==> src/rtl/pci_mon_pkg.sv <==
// pci_mon_pkg
//   Shared definitions for the PCI bus monitor:
//   - PCI bus command encodings seen on C_BE_ during the address phase
//   - monitor FSM state encoding
//   - rec_t, the record pushed per completed data beat or master abort
package pci_mon_pkg;

    localparam logic [3:0] CMD_IO_RD  = 4'b0010;
    localparam logic [3:0] CMD_IO_WR  = 4'b0011;
    localparam logic [3:0] CMD_MEM_RD = 4'b0110;
    localparam logic [3:0] CMD_MEM_WR = 4'b0111;
    localparam logic [3:0] CMD_CFG_RD = 4'b1010;
    localparam logic [3:0] CMD_CFG_WR = 4'b1011;

    typedef enum logic [1:0] {
        ST_IDLE      = 2'd0,
        ST_ADDR_WAIT = 2'd1,
        ST_DATA      = 2'd2,
        ST_TURN      = 2'd3
    } state_e;

    typedef struct packed {
        logic [3:0]  cmd;
        logic [31:0] addr;
        logic [31:0] data;
        logic [3:0]  be_;
        logic        last;
        logic        abort;
    } rec_t;

endpackage

==> src/rtl/pci_mon_fifo.sv <==
// pci_mon_fifo
//   DEPTH-entry synchronous FIFO of rec_t records with first-word-fall-through
//   head output. A push while full succeeds only when a pop happens in the
//   same cycle (the written slot is the one being vacated); otherwise the
//   push is ignored and the caller is expected to flag the drop.
// Ports
//   clk, reset_    clock, asynchronous active-low reset (clears contents)
//   push_i         write push_data_i this cycle
//   push_data_i    record to write
//   pop_i          consume the head record this cycle (ignored when empty)
//   head_o         current head record
//   full_o         count == DEPTH
//   empty_o        count == 0
//   count_o        number of stored records
module pci_mon_fifo
    import pci_mon_pkg::*;
#(
    parameter int DEPTH = 8
) (
    input  logic                   clk,
    input  logic                   reset_,
    input  logic                   push_i,
    input  rec_t                   push_data_i,
    input  logic                   pop_i,
    output rec_t                   head_o,
    output logic                   full_o,
    output logic                   empty_o,
    output logic [$clog2(DEPTH):0] count_o
);

    localparam int PW = $clog2(DEPTH);
    localparam int CW = PW + 1;

    rec_t          mem_q [DEPTH];
    logic [PW-1:0] wr_ptr_q;
    logic [PW-1:0] rd_ptr_q;
    logic [CW-1:0] count_q;
    logic          wr_en;
    logic          rd_en;

    assign full_o  = (count_q == CW'(DEPTH));
    assign empty_o = (count_q == '0);
    assign count_o = count_q;
    assign head_o  = mem_q[rd_ptr_q];

    assign wr_en = push_i && (!full_o || pop_i);
    assign rd_en = pop_i && !empty_o;

    always_ff @(posedge clk or negedge reset_) begin
        if (!reset_) begin
            for (int i = 0; i < DEPTH; i++) begin
                mem_q[i] <= '0;
            end
            wr_ptr_q <= '0;
            rd_ptr_q <= '0;
            count_q  <= '0;
        end else begin
            if (wr_en) begin
                mem_q[wr_ptr_q] <= push_data_i;
                wr_ptr_q        <= wr_ptr_q + 1'b1;
            end
            if (rd_en) begin
                rd_ptr_q <= rd_ptr_q + 1'b1;
            end
            case ({wr_en, rd_en})
                2'b10:   count_q <= count_q + 1'b1;
                2'b01:   count_q <= count_q - 1'b1;
                default: count_q <= count_q;
            endcase
        end
    end

endmodule

==> src/rtl/pci_bus_monitor.sv <==
// pci_bus_monitor
//   Passive PCI bus monitor. Samples the bus every posedge, decodes address
//   and data phases, and queues one record per completed data beat (or one
//   per master abort) into a record FIFO drained through a valid/ready stream.
//   The monitor never drives the bus.
//
//   Stream handshake: a record transfers on a posedge where rec_valid and
//   rec_ready are both high; rec_* hold the head record while rec_valid is high
//   and rec_ready may be asserted at any time without depending on rec_valid.
//
// Ports
//   clk, reset_                       bus clock, asynchronous active-low reset
//   FRAME_, IRDY_, TRDY_, DEVSEL_     bus control, active low
//   C_BE_, AD                         command/byte enables and address/data
//   rec_valid / rec_ready             record stream handshake
//   rec_cmd, rec_addr, rec_data,
//   rec_be_, rec_last, rec_abort      head record fields
//   overflow                          sticky: a record was dropped on a full FIFO
//   txn_count, beat_count             only when PCI_MON_STATS_EN is defined
//   dbg_state_o                       current decoder state
//
// Configuration macro: PCI_MON_STATS_EN adds the txn_count/beat_count outputs.
module pci_bus_monitor
    import pci_mon_pkg::*;
#(
    parameter int DEPTH      = 8,
    parameter int ABORT_CLKS = 5
) (
    input  logic        clk,
    input  logic        reset_,
    input  logic        FRAME_,
    input  logic        IRDY_,
    input  logic        TRDY_,
    input  logic        DEVSEL_,
    input  logic [3:0]  C_BE_,
    input  logic [31:0] AD,
    output logic        rec_valid,
    input  logic        rec_ready,
    output logic [3:0]  rec_cmd,
    output logic [31:0] rec_addr,
    output logic [31:0] rec_data,
    output logic [3:0]  rec_be_,
    output logic        rec_last,
    output logic        rec_abort,
    output logic        overflow,
`ifdef PCI_MON_STATS_EN
    output logic [15:0] txn_count,
    output logic [15:0] beat_count,
`endif
    output state_e      dbg_state_o
);

    localparam int CW  = $clog2(DEPTH) + 1;
    localparam int ACW = $clog2(ABORT_CLKS + 1);

    state_e         state_q, state_d;
    logic           frame_prev_q;
    logic [3:0]     cmd_q, cmd_d;
    logic [31:0]    addr_q, addr_d;
    logic [29:0]    idx_q, idx_d;
    logic [ACW-1:0] abort_cnt_q, abort_cnt_d;
    logic           overflow_q, overflow_d;

    logic           beat;
    logic           push;
    logic           txn_done;
    rec_t           push_rec;

    logic           pop;
    rec_t           head;
    logic           fifo_full;
    logic           fifo_empty;
    logic [CW-1:0]  fifo_count;

    assign beat = !IRDY_ && !TRDY_ && !DEVSEL_;

    always_comb begin
        state_d       = state_q;
        cmd_d         = cmd_q;
        addr_d        = addr_q;
        idx_d         = idx_q;
        abort_cnt_d   = abort_cnt_q;
        push          = 1'b0;
        txn_done      = 1'b0;
        push_rec.cmd   = cmd_q;
        push_rec.addr  = addr_q + {idx_q, 2'b00};
        push_rec.data  = AD;
        push_rec.be_   = C_BE_;
        push_rec.last  = FRAME_;
        push_rec.abort = 1'b0;

        case (state_q)
            ST_IDLE: begin
                // Only a falling FRAME_ starts a transaction.
                if (!FRAME_ && frame_prev_q) begin
                    addr_d      = AD & 32'hFFFF_FFFC;
                    cmd_d       = C_BE_;
                    idx_d       = '0;
                    abort_cnt_d = '0;
                    state_d     = ST_ADDR_WAIT;
                end
            end
            // ADDR_WAIT and DATA share beat handling: DEVSEL_ arriving in
            // ADDR_WAIT can complete a beat on the very same edge.
            ST_ADDR_WAIT, ST_DATA: begin
                if (beat) begin
                    push  = 1'b1;
                    idx_d = idx_q + 30'd1;
                    if (FRAME_) begin
                        state_d  = ST_TURN;
                        txn_done = 1'b1;
                    end else begin
                        state_d = ST_DATA;
                    end
                end else if (FRAME_) begin
                    // FRAME_ released without a completing beat: protocol
                    // error, give up silently.
                    state_d = ST_IDLE;
                end else if (!DEVSEL_) begin
                    state_d = ST_DATA;
                end else if (state_q == ST_ADDR_WAIT) begin
                    if (abort_cnt_q == ACW'(ABORT_CLKS - 1)) begin
                        push           = 1'b1;
                        push_rec.addr  = addr_q;
                        push_rec.data  = '0;
                        push_rec.be_   = '0;
                        push_rec.last  = 1'b1;
                        push_rec.abort = 1'b1;
                        state_d        = ST_TURN;
                        txn_done       = 1'b1;
                    end else begin
                        abort_cnt_d = abort_cnt_q + 1'b1;
                    end
                end
            end
            ST_TURN: begin
                state_d = ST_IDLE;
            end
            default: begin
                state_d = ST_IDLE;
            end
        endcase
    end

    assign pop        = rec_ready && !fifo_empty;
    assign overflow_d = overflow_q || (push && fifo_full && !pop);

    always_ff @(posedge clk or negedge reset_) begin
        if (!reset_) begin
            state_q      <= ST_IDLE;
            frame_prev_q <= 1'b1;
            cmd_q        <= '0;
            addr_q       <= '0;
            idx_q        <= '0;
            abort_cnt_q  <= '0;
            overflow_q   <= 1'b0;
        end else begin
            state_q      <= state_d;
            frame_prev_q <= FRAME_;
            cmd_q        <= cmd_d;
            addr_q       <= addr_d;
            idx_q        <= idx_d;
            abort_cnt_q  <= abort_cnt_d;
            overflow_q   <= overflow_d;
        end
    end

    pci_mon_fifo #(
        .DEPTH (DEPTH)
    ) u_fifo (
        .clk         (clk),
        .reset_      (reset_),
        .push_i      (push),
        .push_data_i (push_rec),
        .pop_i       (pop),
        .head_o      (head),
        .full_o      (fifo_full),
        .empty_o     (fifo_empty),
        .count_o     (fifo_count)
    );

    assign rec_valid   = (fifo_count != '0);
    assign rec_cmd     = head.cmd;
    assign rec_addr    = head.addr;
    assign rec_data    = head.data;
    assign rec_be_     = head.be_;
    assign rec_last    = head.last;
    assign rec_abort   = head.abort;
    assign overflow    = overflow_q;
    assign dbg_state_o = state_q;

`ifdef PCI_MON_STATS_EN
    logic [15:0] txn_count_q;
    logic [15:0] beat_count_q;

    // beat_count counts every push attempt, including ones dropped on overflow.
    always_ff @(posedge clk or negedge reset_) begin
        if (!reset_) begin
            txn_count_q  <= '0;
            beat_count_q <= '0;
        end else begin
            if (txn_done) txn_count_q  <= txn_count_q + 16'd1;
            if (push)     beat_count_q <= beat_count_q + 16'd1;
        end
    end

    assign txn_count  = txn_count_q;
    assign beat_count = beat_count_q;
`endif

endmodule

==> config.mk <==
export PLATFORM = sky130hd
export DESIGN_NAME = pci_bus_monitor
export DESIGN_NICKNAME = d
export VERILOG_FILES = /design/src/rtl/pci_mon_pkg.sv /design/src/rtl/pci_mon_fifo.sv /design/src/rtl/pci_bus_monitor.sv
export SDC_FILE = /design/constraint.sdc
export NUM_CORES = 1
export LEC_CHECK = 0
export ABC_CLOCK_PERIOD_IN_PS = 3700
export CAP_MARGIN = 20
export CORE_MARGIN = 3
export CORE_UTILIZATION = 41
export DETAILED_ROUTE_END_ITERATION = 10
export GPL_ROUTABILITY_DRIVEN = 0
export GPL_TIMING_DRIVEN = 0
export PLACE_DENSITY = 0.55
export SYNTH_ARGS = -nofsm -noshare
export SYNTH_HDL_FRONTEND = slang
export SYNTH_HIERARCHICAL = 1
export SYNTH_SLANG_ARGS = --single-unit
==> constraint.sdc <==
create_clock -name clk -period 3.7 [get_ports clk]
set_clock_uncertainty 0.2 [all_clocks]
set_input_delay 0.925 -clock clk [delete_from_list [all_inputs] [get_ports clk]]
set_output_delay 0.925 -clock clk [all_outputs]
set_load 0.05 [all_outputs]
==> run summary <==
For this design the ratio of total power to cell area is 855 nW/um^2. The post-route cell area came out at 38800 um^2. The run finished with clean final reports.

The starting density of the core came out at 41.8%. The count of max-cap constraint violations is 0. After synthesis the netlist holds a flip-flop and latch count of 673.

The tree is rooted in a clkbuf_16. Based on the critical path, the design can be clocked at up to 273 MHz. Yosys attributes the largest share of cell area to dfrtp_1 (51%), mux2_1 (15%), mux4_2 (10%). The width of the die came out at 288 um. The number of cells on the worst reg-to-reg path is 12. In this run the critical register-to-register path is launched from idx_q[0]. The number of hold buffers added after CTS was 0. The main flop type after synthesis is dfrtp_1. The sum of net half-perimeters after detailed placement came out at 57400 um. The worst path arrival time came out at 2.54 ns. The footprint of the multi-input gates came out at 15000 um^2. The area of the die came out at 83200 um^2.

The count of antenna-violating nets left after detailed routing is 0. Summed over its instances, the top area cell type makes up 51.4% of the synthesized netlist area. The worst-margin pin slew is 0.950 ns. The via count of the first global-routing pass is 21400.

In the final timing run, aggregate negative setup slack is 0 ns. For this design the top-level I/O count stands at 121. Dividing the detail-routed via count by the number of cells gives 5.50. The count of pins over their slew limit is 0. In the final routed layout, each cell accounts on average for 23.8 um. Setup repair after global routing could not meet its margin everywhere.

The leakage power of the design came out at 18.7 nW. Entering global routing, the biggest net connects 126 pins. After synthesis, the mean cell area works out to 14.4 um^2. The maximum resistive drop on vdd is 0.539 mV. The required time of the critical path is 2.57 ns. The worst-case clock buffer depth is 3. Yosys mapped the design onto 74 distinct sky130hd cell types. The critical path starts at u_fifo/rd_ptr_q[0]. The first detailed-routing pass ran for 5 iterations.

Of all nets on the critical path, the largest fanout is 10. Summed over all instances, the cell type with the most area after synthesis is dfrtp_1. After technology mapping, the gate count stands at 2278.

Subtracting the final worst setup slack from the clock period gives 3.66 ns. The share of synthesized flip-flops with an asynchronous set or reset is 100%. The global-route congestion overflow total came out at 0. The post-route fraction of the period consumed by the critical path is 98.9%.

The worst hold path belongs to the class input port to asynchronous set/reset pin. The placeable core region is 78200 um^2. The number of DRC markers in iteration 0 came out at 1313.

The setup-violating endpoint count in the final report is 0. The total routing usage reported by global routing is 21.2%. The chip height came out at 288 um. Of the synthesized area, sequential elements account for 51.5%. The H-tree was split into 3 levels. The TritonCTS sink count is 673. Of the cells placed in the final design, the portion with a size suffix greater than 1 is 29.7%. Wires add up to 86000 um. The area taken by flip-flops and latches is 16800 um^2. Clock-pin slew was measured on the worst setup and hold paths at 0.06 ns. The TritonCTS clock tree is done. For this run, the post-layout net count is 2596.

The Yosys warning count is 6. The worst slew margin relative to its limit is 36.7%. The via total after detailed routing is 19900. The area growth from synthesis to final layout is 18.6%. The netlist area before placement is 32700 um^2. The insertion delay to the later sink of the worst-skew pair is 0.62 ns. The total of fill cells in the finished design came out at 6824. Cells fill 49.6% of the core in the end. The number of buffer cells added on primary ports is 120. The tightest hold margin is 0.147 ns. By startpoint and endpoint, the worst setup path is classified as flop to output pin. The total clock buffers created by CTS is 78. The worst setup path is launched from a flop.

The placement-stage cell area came out at 35400 um^2. The first-pass GRT wire length is 133000 um. The post-detailed-route DRC marker count came out at 0. The number of antenna violations at the first check in global routing is 1. The number of flops mapped to enable cells by yosys is 0. The final hold violation count came out at 0.

STA classifies the critical path endpoint as an output pin. The floorplan row count is 102.
==> per-stage QoR <==
stage	power (mW)	worst slack [ns]	cells
2_1_floorplan	20.3	0.0388	2293
3_3_place_gp	24.3	-30.16	3453
3_5_place_dp	24.7	-1.35	3461
4_1_cts	33.4	-0.0472	3613
5_1_grt	35.0	-0.0510	3613
6_report	33.2	0.0395	3616
==> worst paths after layout <==
kind                                endpoint  slack [ns]
min                        u_fifo/mem_q[574]        0.15
max in group asynchronous  u_fifo/mem_q[250]        1.41
max reg2reg                 u_fifo/mem_q[56]        0.16
min reg2reg                         overflow        0.25
max                              rec_addr[6]        0.04
min in group clk                    overflow        0.25
==> cell usage after synthesis (all sizes together), types with 3 or more instances <==
master   count
a31oi        5
ha          41
o211ai      12
o21bai       3
o311ai       3
a211oi      10
mux2i        3
o21ai       37
clkbuf      44
o2111ai      5
inv         24
xnor2       18
o31ai        4
mux2       669
nand4       11
a21oi       50
nor2b       49
and2         5
and4         3
mux4       148
nor2        68
nand3       21
buf         93
a21o        10
dfrtp      672
nand2b       3
nand2      169
nor3b        3
and3         4
o221ai       6
or3          4
nor3         9
xor2        37
nor4         5
==> kinds of logic after synthesis <==
family	synth area share, %
muxes	33.3
xor gates and xnor gates	1.47
AOI/OAI and AO/OA	3.47
DFF	51.5
other	0.0115
buffers and inverters	3.30
and+or+nand+nor	5.22
adders and majority gates	1.69
==> where the power goes <==
group	switching (mW)	leakage, nW	internal [mW]
clock	3.07	1.26	4.50
combinational	7.51	8.46	6.54
sequential	1.55	9.02	9.98
==> state kept, by name (all words and copies together), names as in the netlist <==
name             flops
cmd_q                4
u_fifo/wr_ptr_q      3
overflow             1
idx_q               30
u_fifo/mem_q       592
u_fifo/rd_ptr_q      3
addr_q              30
dbg_state_o          2
frame_prev_q         1
abort_cnt_q          3
u_fifo/count_o       4
==> layer usage <==
metal | track usage, % | wire, um
met1 | 29.5 | 38800
met2 | 34.5 | 41000
met3 | 3.43 | 3700
met4 | 5.94 | 2440
met5 | 0 | 0
==> worst max-delay path: stages (launching register included) <==
cell       delay, ns
dfrtp_2         0.37
buf_12          0.14
clkbuf_16       0.21
buf_12          0.18
mux4_2          0.51
mux2_4          0.31
buf_6           0.16
==> layout make-up <==
type                    count  share of cell area (%)
inverters                  24                   0.232
plain buffers             135                    3.57
flip-flops and latches    673                    43.4
clock buffers             118                    6.02
well taps                1040                    3.35
multi-input cells        1459                    38.7
clock inverters            25                   0.532
repair buffers            139                    4.13
diodes                      3                  0.0194
==> cells in the final DEF, fill, tap and decap left out, drive strengths merged, types with 41 or more instances in the layout <==
cell             n
dfrtp          672
clkdlybuf4s50   45
mux4           148
clkbuf         164
ha              41
buf            182
nor2            68
a21oi           50
nor2b           49
nand2          169
mux2           669
==> repair_timing <==
| item | 4_1_cts | 5_1_grt |
|---|---|---|
| pin swaps | 1 | 1 |
| resized for setup | 651 | 51 |
| setup buffers | 6 | 1 |
| cloned | 4 | 0 |
| endpoints found under the setup margin | 338 | 194 |
Note: power is estimated with default switching activity, not from simulation.
